`src/rtl/regfile_nibble_writer.sv`:
```
// Writeback-stage sequencer: turns one masked 16-bit load request into
// ascending single-nibble register file writes, one quarter per cycle.
module regfile_nibble_writer #(
   parameter int DATA_W = 16,
   parameter int NIB_W  = 4,
   parameter int REG_W  = 5
) (
   input  logic              clk,
   input  logic              rst,
   input  logic              req_valid,
   output logic              req_ready,
   input  logic [REG_W-1:0]  req_reg,
   input  logic [DATA_W-1:0] req_data,
   input  logic [3:0]        req_mask,
   input  logic              stall,
   output logic              write,
   output logic [REG_W-1:0]  writeReg,
   output logic [DATA_W-1:0] writeData,
   output logic [1:0]        quarter,
   output logic              busy,
   output logic              done
);

   typedef enum logic {
      IDLE,
      ISSUE
   } state_t;

   state_t            r_state;
   state_t            w_state_nxt;
   logic [REG_W-1:0]  r_lat_reg;
   logic [DATA_W-1:0] r_lat_data;
   logic [3:0]        r_pending;
   logic [3:0]        w_pending_nxt;
   logic [3:0]        w_pending_clr;
   logic [1:0]        w_cq;
   logic [NIB_W-1:0]  w_nib;
   logic              w_issue;
   logic              w_last;
   logic              w_fire;
   logic              w_finish;
   logic              w_accept;

   // Lowest set pending bit wins, so quarters always go out ascending.
   always_comb begin
      w_cq = 2'd0;
      for (int i = 3; i >= 0; i--) begin
         if (r_pending[i]) w_cq = 2'(i);
      end
   end

   assign w_pending_clr = r_pending & ~(4'b0001 << w_cq);
   assign w_last        = (w_pending_clr == 4'b0000);
   assign w_nib         = r_lat_data[w_cq*NIB_W +: NIB_W];

   assign w_issue  = (r_state == ISSUE) & ~rst;
   assign w_fire   = w_issue & ~stall & (r_pending != 4'b0000);
   assign w_finish = w_issue & ~stall & w_last;
   assign w_accept = (r_state == IDLE) & req_valid;

   always_comb begin
      w_state_nxt   = r_state;
      w_pending_nxt = r_pending;
      case (r_state)
         IDLE: begin
            if (req_valid) begin
               w_state_nxt   = ISSUE;
               w_pending_nxt = req_mask;
            end
         end
         ISSUE: begin
            if (!stall) begin
               w_pending_nxt = w_pending_clr;
               if (w_last) w_state_nxt = IDLE;
            end
         end
         default: w_state_nxt = IDLE;
      endcase
   end

   always_ff @(posedge clk) begin
      if (rst) r_state <= IDLE;
      else     r_state <= w_state_nxt;
   end

   always_ff @(posedge clk) begin
      if (rst) begin
         r_pending  <= 4'b0000;
         r_lat_reg  <= '0;
         r_lat_data <= '0;
      end else begin
         r_pending <= w_pending_nxt;
         if (w_accept) begin
            r_lat_reg  <= req_reg;
            r_lat_data <= req_data;
         end
      end
   end

   // Reset gates every output so a held reset looks fully quiet.
   assign req_ready = ~rst & (r_state == IDLE);
   assign busy      = w_issue;
   assign write     = w_fire;
   assign done      = w_finish;
   assign writeReg  = rst ? '0 : r_lat_reg;
   assign quarter   = w_fire ? w_cq : 2'd0;
   assign writeData = w_fire ? {{(DATA_W-NIB_W){1'b0}}, w_nib} : '0;

endmodule

```
`config.mk`:
```
export PLATFORM = sky130hd
export DESIGN_NAME = regfile_nibble_writer
export DESIGN_NICKNAME = d
export VERILOG_FILES = /design/src/rtl/regfile_nibble_writer.sv
export SDC_FILE = /design/constraint.sdc
export NUM_CORES = 1
export LEC_CHECK = 0
export CAP_MARGIN = 20
export CORE_MARGIN = 2
export CORE_UTILIZATION = 46
export CTS_CLUSTER_SIZE = 8
export DETAILED_ROUTE_END_ITERATION = 10
export PLACE_DENSITY = 0.84
export SKIP_CTS_REPAIR_TIMING = 1
export SLEW_MARGIN = 40
export SYNTH_ARGS = -nofsm -noshare
export SYNTH_HDL_FRONTEND = slang
export SYNTH_SLANG_ARGS = --single-unit
```
`constraint.sdc`:
```
create_clock -name clk -period 2.75 [get_ports clk]
set_input_delay 0.4125 -clock clk [delete_from_list [all_inputs] [get_ports clk]]
set_output_delay 0.4125 -clock clk [all_outputs]
set_load 0.02 [all_outputs]
```
After elaboration in Yosys (flattened, before gate mapping)
Cells that the tools add are included.
Storage, ports and cells
  memories kept: 0
  latch bits: 0
  output and inout port bits: 27
  memory bits (writable): 0
  bits in registers: 26
  bits in read-only memories: 0
  logic and storage cells: 36
  input bits: 29
Cells by class
  bitwise logic cells: 11
  eq/ne operators: 2
  add/subtract/negate cells: 0
  reduce and logical (&&, ||, !) cells: 3
  $mul: 0
  mux-type cells: 14
  divide/modulo/power cells: 0
  order comparisons: 0
  shift-type cells: 2
Operator list (count)
  16-bit by 5-bit variable part select with 4-bit output: 1
  4-bit 2-to-1 mux: 3
  2-bit 2-to-1 mux: 5
  4-bit one-hot mux with 2 select lines: 1
  1-bit bitwise AND: 6
  5-bit 2-to-1 mux: 1
  4-bit bitwise AND: 1
  4-bit logical NOT: 1
  2-bit inequality test (second input constant): 2
  4-bit inverter: 1
  4-bit nonzero test: 1
  1-bit by 2-bit left shift with 4-bit output (first input constant): 1
  1-bit 2-to-1 mux: 3
  1-bit inverter: 3
  1-bit one-hot mux with 2 select lines: 1
  2-bit AND reduction: 1

Depth between registers and ports, before layout
Gate-level depths: netlist (run 1).
  depth in word-level cells: 11
  mapped depth: 5
  gate-level depth less buffers: 3

Least setup slack after synthesis (run 1)
Ideal clock, no wire load.
  path kind: input -> output
  start: in rst
  end: out quarter[1]
  data required time: 2338 ps
  data arrival time: 1681 ps
  buffers on the path: 1
  stages on the path: 3
  setup slack: 656 ps
  cells stage by stage: clkbuf_1 > or3b_4 > nor4_1
On the way
  cells in the longest elaborated chain, start to end: 5
Ends and longest elaborated chain
  from (decl): line 9  | input logic rst,
  1-bit inverter: line 56  | assign w_issue = (r_state == ISSUE) & ~rst;
  1-bit bitwise AND: line 56
  1-bit bitwise AND (2 in series): line 57  | assign w_fire = w_issue & ~stall & (r_pending != 4'b0000);
  2-bit 2-to-1 mux: line 106  | assign quarter = w_fire ? w_cq : 2'd0;
  to (decl): line 19  | output logic [1:0] quarter,
Every way passes these cells.

Worst setup path in the final report (run 1)
Ends and elaborated chain as after synthesis.

==> results.py, run 1 <==
metrics = {
    "outcome": {
        "outcome": "finished, final reports clean",
    },
    "cts": {
        "worstSkewPairLatency_ns": 0.33,
        "clk_pin_slew_ns": 0.13,
        "cts.sinks": 26,
        "cts_tree": "yes",
        "cts_inserted_buffers": 3,
        "htreeDepth": 1,
        "clockRootBuffer": "clkbuf_4",
        "cts_buffer_depth": 2,
    },
    "synth": {
        "synth_cells": 190,
        "synth_top_family_by_area": "simple AND/OR/NAND/NOR gates",
        "synth_edf_count": 0,
        "synthFlopType": "dfxtp_1",
        "synth-seq-cells": 26,
        "synthSimpleGateAreaFrac_pct": 31.1,
        "synthAdderAreaFrac_pct": 0,
        "synth_area_um2": 1420,
        "synth_compound_area_share_pct": 18.8,
        "avgSynthCellArea_um2": 7.46,
        "synth.distinct_cells": 28,
        "synth.mux.area_fraction_pct": 0.706,
        "yosys_warnings": 0,
        "synth_xor_area_share_pct": 0,
        "seq_area_frac_synth_pct": 36.7,
        "async_reset_ff_share_pct": 0,
    },
    "worst_setup_path": {
        "cp_cell_sequence": "clkdlybuf4s50_1 > or3b_4 > nor4_1 > clkdlybuf4s50_1",
        "crit_arrival_ns": 2.22,
        "cp.buffers_inverters": 2,
        "worst_setup_path_start_kind": "input pin",
        "worst_r2r_startpoint": "r_state$_SDFF_PP0_",
        "crit_top_cell": "clkdlybuf4s50_1",
        "worst-setup-path-type": "input pin to primary output",
        "crit_start": "rst",
        "r2r_setup_slack_ns": 1.32,
        "cpPeakStageDelay_ns": 0.64,
        "cp_max_fo": 4,
        "required_ns": 2.34,
        "setup.worst_path.end_class": "primary output",
        "slowest_stage": "clkdlybuf4s50_1",
        "reg2reg_depth": 4,
        "crit_family": "buffers and inverters",
        "rr_endpoint": "r_lat_data[10]$_SDFFE_PP0P_",
    },
    "global_routing": {
        "grt_start_max_net_pins": 34,
        "grt_pass1_vias": 1131,
        "grt_first_pass_wirelength_um": 5010,
        "use_met3_pct": 3.49,
        "grt_use_met1_pct": 23.8,
        "gr-total-overflow": 0,
        "track_usage_pct": 18.6,
        "busiest_layer": "met2",
        "antenna_found_initial": 0,
        "use_met2_pct": 30.3,
    },
    "job": {
        "drv_cap": 0,
    },
    "sta": {
        "max_freq_mhz": 379,
        "finalCriticalPeriod_ns": 2.64,
        "rsz0062_at_grt": "false",
        "fin_hold_ws_ns": 0.460,
        "final-setup-viol-count": 0,
        "post-route-period-util_pct": 95.8,
        "maxSlewHeadroom_pct": 64.0,
        "worst-slew-pin-transition_ns": 0.539,
        "fin_skew_ns": 0.0130,
        "fin_ws_ns": 0.115,
        "hold_viol": 0,
        "fin_tns_setup_ns": 0,
        "report.final.slew_viol_count": 0,
    },
    "worst_hold_path": {
        "hp-start": "r_lat_reg[3]$_SDFFE_PP0P_",
        "hold_class": "flip-flop to flip-flop",
        "holdPathEnd": "r_lat_reg[3]$_SDFFE_PP0P_",
        "hold_path_depth": 2,
    },
    "drt": {
        "route.detailed.drc": 0,
        "ant_nets": 0,
        "drt-pass1-iter-count": 4,
        "wirelength_um": 3090,
        "drtIter0Drc": 59,
        "num_vias": 1307,
        "viasPerCell": 5.11,
        "wire_per_inst_um": 12.1,
    },
    "placed_design": {
        "dpl_worst_slack_ns": 0.00954,
        "gp_congestion": 0.801,
        "placed_cells": 252,
        "port_buffers": 43,
        "dpl.hpwl_um": 2130,
        "postPlaceCellArea_um2": 1790,
    },
    "floorplan": {
        "die-area_um2": 3540,
        "rows": 20,
        "dieWidth_um": 59.5,
        "core_um2": 3000,
        "dieHeight_um": 59.5,
        "start_util_pct": 47.2,
        "ios": 56,
    },
    "cells_and_area": {
        "final_cells": 256,
        "multi_input_area_um2": 764,
        "layout-drive-gt1-share_pct": 7.17,
        "syn_to_final_growth_pct": 30.8,
        "largest_reg_flops": 16,
        "antennaDiodeCount": 0,
        "final_cell_area_um2": 1850,
        "fillers": 282,
        "ff_latch_area_um2": 522,
        "fin_nets": 253,
    },
    "power": {
        "leakagePower_nw": 0.750,
        "power_density_nw_per_um2": 470,
        "irDropWorstVdd_mv": 0.320,
    },
}
[cell usage after synthesis (2+ instances only)]
cell      instances  area, um^2
o21a_1            5        37.5
or4bb_1           3        33.8
nand3b_1          5        37.5
nand2_1          44         165
buf_2             9        45.0
a21oi_1          37         185
nor4_1            2        12.5
nor3_1            3        15.0
dfxtp_1          26         521
nor2b_1          10        62.6
nand3_1           2        10.0
nor2_1            7        26.3
nand2b_1          2        12.5
clkbuf_1          7        26.3
buf_4            12        90.1
or3b_2            4        35.0
[metal layers]
layer | share of wire (%) | up-vias
met5 | 0 | -
met4 | 1.2 | 0
met3 | 7.4 | 4
met2 | 49 | 50
met1 | 43 | 578
li1 | - | 675
[worst max-delay path by stage]
stage / endpoint / slack, ns / cells past startpoint
after floorplan: quarter[1] / 0.66 / 3
after global placement: writeData[1] / 0.03 / 5
after detailed placement: writeData[3] / 0.01 / 5
after CTS: writeData[3] / -0.009 / 4
after global routing: quarter[1] / 0.05 / 4
final: quarter[1] / 0.11 / 4
[per-stage QoR]
step,utilization [%],total power [mW]
after detailed placement,59.6,0.616
after global routing,61.8,0.910
after global placement,59.5,0.613
after floorplan,-,0.558
final,61.8,0.872
after CTS,61.4,0.875
[power by group]
| part | switching [mW] | total, mW | internal [mW] |
|---|---|---|---|
| combinational | 0.0911 | 0.181 | 0.0895 |
| sequential | 0.0265 | 0.428 | 0.401 |
| clock | 0.116 | 0.264 | 0.147 |
[logic make-up after synthesis]
logic type / after synthesis
AND/OR/NAND/NOR: 85
AO/OA/AOI/OAI: 47
buffers and inverters: 30
flip-flops: 26
multiplexers: 1
other: 1
[tightest hold or removal path: stages (launching register included)]
cell	delay, ns
dfxtp_1	0.33
nand2_1	0.05
a21oi_1	0.05
[cells in the final DEF, fill, tap and decap left out]
cell type / synthesis / final
nand2b_1: 2 / 1
nand4bb_1: 1 / 1
nor3_1: 3 / 3
or3b_4: 1 / 1
o22ai_1: 1 / 1
nor2b_1: 10 / 10
clkdlybuf4s50_1: 0 / 39
dlymetal6s2s_1: 0 / 4
a21oi_1: 37 / 37
nand2_1: 44 / 44
dfxtp_1: 26 / 25
buf_4: 12 / 4
conb_1: 1 / 12
a21oi_4: 1 / 1
clkbuf_4: 0 / 3
a22o_1: 1 / 1
nor4_1: 2 / 2
and2b_1: 1 / 1
or4bb_1: 3 / 3
nor2_1: 7 / 7
mux2i_1: 1 / 1
o21ai_0: 1 / 1
a211oi_1: 1 / 1
nand3b_1: 5 / 5
dfxtp_2: 0 / 1
or3b_2: 4 / 4
bufinv_16: 0 / 1
o21a_1: 5 / 5
nand2b_2: 0 / 1
inv_1: 1 / 1
nand3_1: 2 / 2
[cell type report]
type / instances / area share (%)
Clock inverter: 1 / 1.62
Clock buffer: 3 / 1.21
Inverter: 1 / 0.202
Sequential cell: 26 / 28.1
Timing Repair Buffer: 47 / 25.4
Multi-Input combinational cell: 145 / 41.2
Tap cell: 33 / 2.23
No activity file was read; power rests on OpenSTA's default activity.
==> run 2, diff against run 1 <==
Settings changed: CORE_MARGIN 2 to default, PLACE_DENSITY 0.84 to 0.88.
==> results.py, run 2 (synthesis gave the netlist of run 1 again) <==
metrics = {
    "cts": {
        "htreeDepth": 1,
        "cts_buffer_depth": 2,
        "cts_inserted_buffers": 3,
        "clockRootBuffer": "clkbuf_4",
        "worstSkewPairLatency_ns": 0.32,
        "clk_pin_slew_ns": 0.14,
        "cts_tree": "yes",
        "cts.sinks": 26,
    },
    "sta": {
        "fin_hold_ws_ns": 0.462,
        "rsz0062_at_grt": "false",
        "post-route-period-util_pct": 97.3,
        "report.final.slew_viol_count": 0,
        "fin_skew_ns": 0.00435,
        "fin_tns_setup_ns": 0,
        "finalCriticalPeriod_ns": 2.68,
        "max_freq_mhz": 374,
        "hold_viol": 0,
        "final-setup-viol-count": 0,
    },
    "cells_and_area": {
        "layout-drive-gt1-share_pct": 7.62,
        "antennaDiodeCount": 0,
        "mostFrequentLayoutCells": "nand2_1 (44), clkdlybuf4s50_1 (41), a21oi_1 (37)",
        "mostFrequentLayoutCell": "nand2_1",
        "fin_util_pct": 65.3,
        "fin_nets": 253,
        "fillers": 240,
        "syn_to_final_growth_pct": 30.4,
        "largest_reg_flops": 16,
    },
    "drt": {
        "viasPerCell": 5.28,
        "wire_per_inst_um": 12.3,
        "wirelength_um": 3120,
        "num_vias": 1341,
        "route.detailed.drc": 4,
        "drtIter0Drc": 26,
        "drt-pass1-iter-count": 7,
        "ant_nets": 0,
    },
    "power": {
        "p_switching_uw": 235,
        "p_comb_share_pct": 20.7,
        "p_seq_share_pct": 49.1,
        "power_density_nw_per_um2": 473,
        "irDropWorstVdd_mv": 0.332,
        "p_clk_share_pct": 30.3,
        "leakagePower_nw": 0.713,
        "internal-power_uw": 638,
        "power_uw": 873,
        "swShare_pct": 26.9,
    },
    "floorplan": {
        "core_um2": 2830,
        "rows": 19,
        "ios": 56,
        "dieWidth_um": 57.5,
        "dieHeight_um": 57.5,
        "die-area_um2": 3310,
        "start_util_pct": 50.1,
    },
    "job": {
        "drv_cap": 0,
    },
    "worst_hold_path": {
        "hold_class": "flip-flop to flip-flop",
    },
    "global_routing": {
        "grt_start_max_net_pins": 34,
        "grt_pass1_vias": 1214,
        "grt_first_pass_wirelength_um": 4970,
        "antenna_found_initial": 0,
        "gr-total-overflow": 0,
        "track_usage_pct": 19.1,
    },
    "outcome": {
        "outcome": "finished, violations left",
        "violations": "design-rule violations",
    },
    "placed_design": {
        "gp_congestion": 0.752,
        "dpl.hpwl_um": 2140,
        "port_buffers": 43,
    },
    "worst_setup_path": {
        "worst-setup-path-type": "input pin to primary output",
        "crit_top_cell": "clkdlybuf4s50_1",
        "crit_arrival_ns": 2.26,
        "setup.worst_path.end_class": "primary output",
        "cp_max_fo": 5,
        "required_ns": 2.34,
        "cpPeakStageDelay_ns": 0.59,
        "slowest_stage": "clkdlybuf4s50_1",
        "worst_setup_path_start_kind": "input pin",
        "cp_cell_sequence": "clkdlybuf4s50_1 > or3b_4 > a21oi_4 > o21a_1 > clkdlybuf4s50_1",
    },
}
-- run 2: cell count changes in the layout (fill, tap and decap cells not counted), sizes merged --
cell,previous run,this run
dlymetal6s2s,4,2
clkdlybuf4s50,39,41
-- run 2: power by group through the flow --
stage	Clock, mW	Sequential (mW)	Combinational (mW)
2_1_floorplan	0	0.419	0.139
3_3_place_gp	0	0.434	0.177
3_5_place_dp	0	0.435	0.180
4_1_cts	0.266	0.427	0.181
5_1_grt	0.281	0.433	0.198
6_report	0.264	0.429	0.180
-- run 2: layout make-up --
class	instances	area [um^2]	share of cell area, %
multi-input cells	145	764	41.4
clock buffers	3	22.5	1.22
flip-flops and latches	26	523	28.3
inverters	1	3.75	0.203
clock inverters	1	30.0	1.62
well taps	31	38.8	2.10
repair buffers	47	465	25.2
-- run 2: through the flow --
step                      setup slack, ns  cell area (um^2)  instances
after floorplan                     0.656              1460        201
final                              0.0742              1850        254
after global routing               0.0156              1850        254
after detailed placement           0.0540              1790        250
after CTS                          0.0337              1840        254
after global placement             0.0576              1790        250
-- run 2: routing by layer --
layer  vias to the layer above  GRT usage (%)  routed length (um)
li1                        674              -                   -
met1                       611           21.3                1400
met2                        52           36.2                1520
met3                         4           4.31                 186
met4                         0           4.53                  22
met5                         -              0                   0
-- run 2: final timing paths --
kind | from | to | slack [ns] | depth (start not counted)
worst min-delay path | r_lat_data[12]$_SDFFE_PP0P_ | r_lat_data[12]$_SDFFE_PP0P_ | 0.46 | 2
worst max-delay path | rst | writeData[3] | 0.07 | 5
worst max register to register | r_state$_SDFF_PP0_ | r_lat_data[14]$_SDFFE_PP0P_ | 1.36 | 4
worst min register to register | r_lat_data[12]$_SDFFE_PP0P_ | r_lat_data[12]$_SDFFE_PP0P_ | 0.46 | 2
-- run 2: worst max-delay path, delay by kind of cell --
| kind | cells | cell delay, ns |
|---|---|---|
| AOI/OAI and AO/OA | 2 | 0.35 |
| buffers and inverters | 2 | 1.04 |
| and+or+nand+nor | 1 | 0.45 |
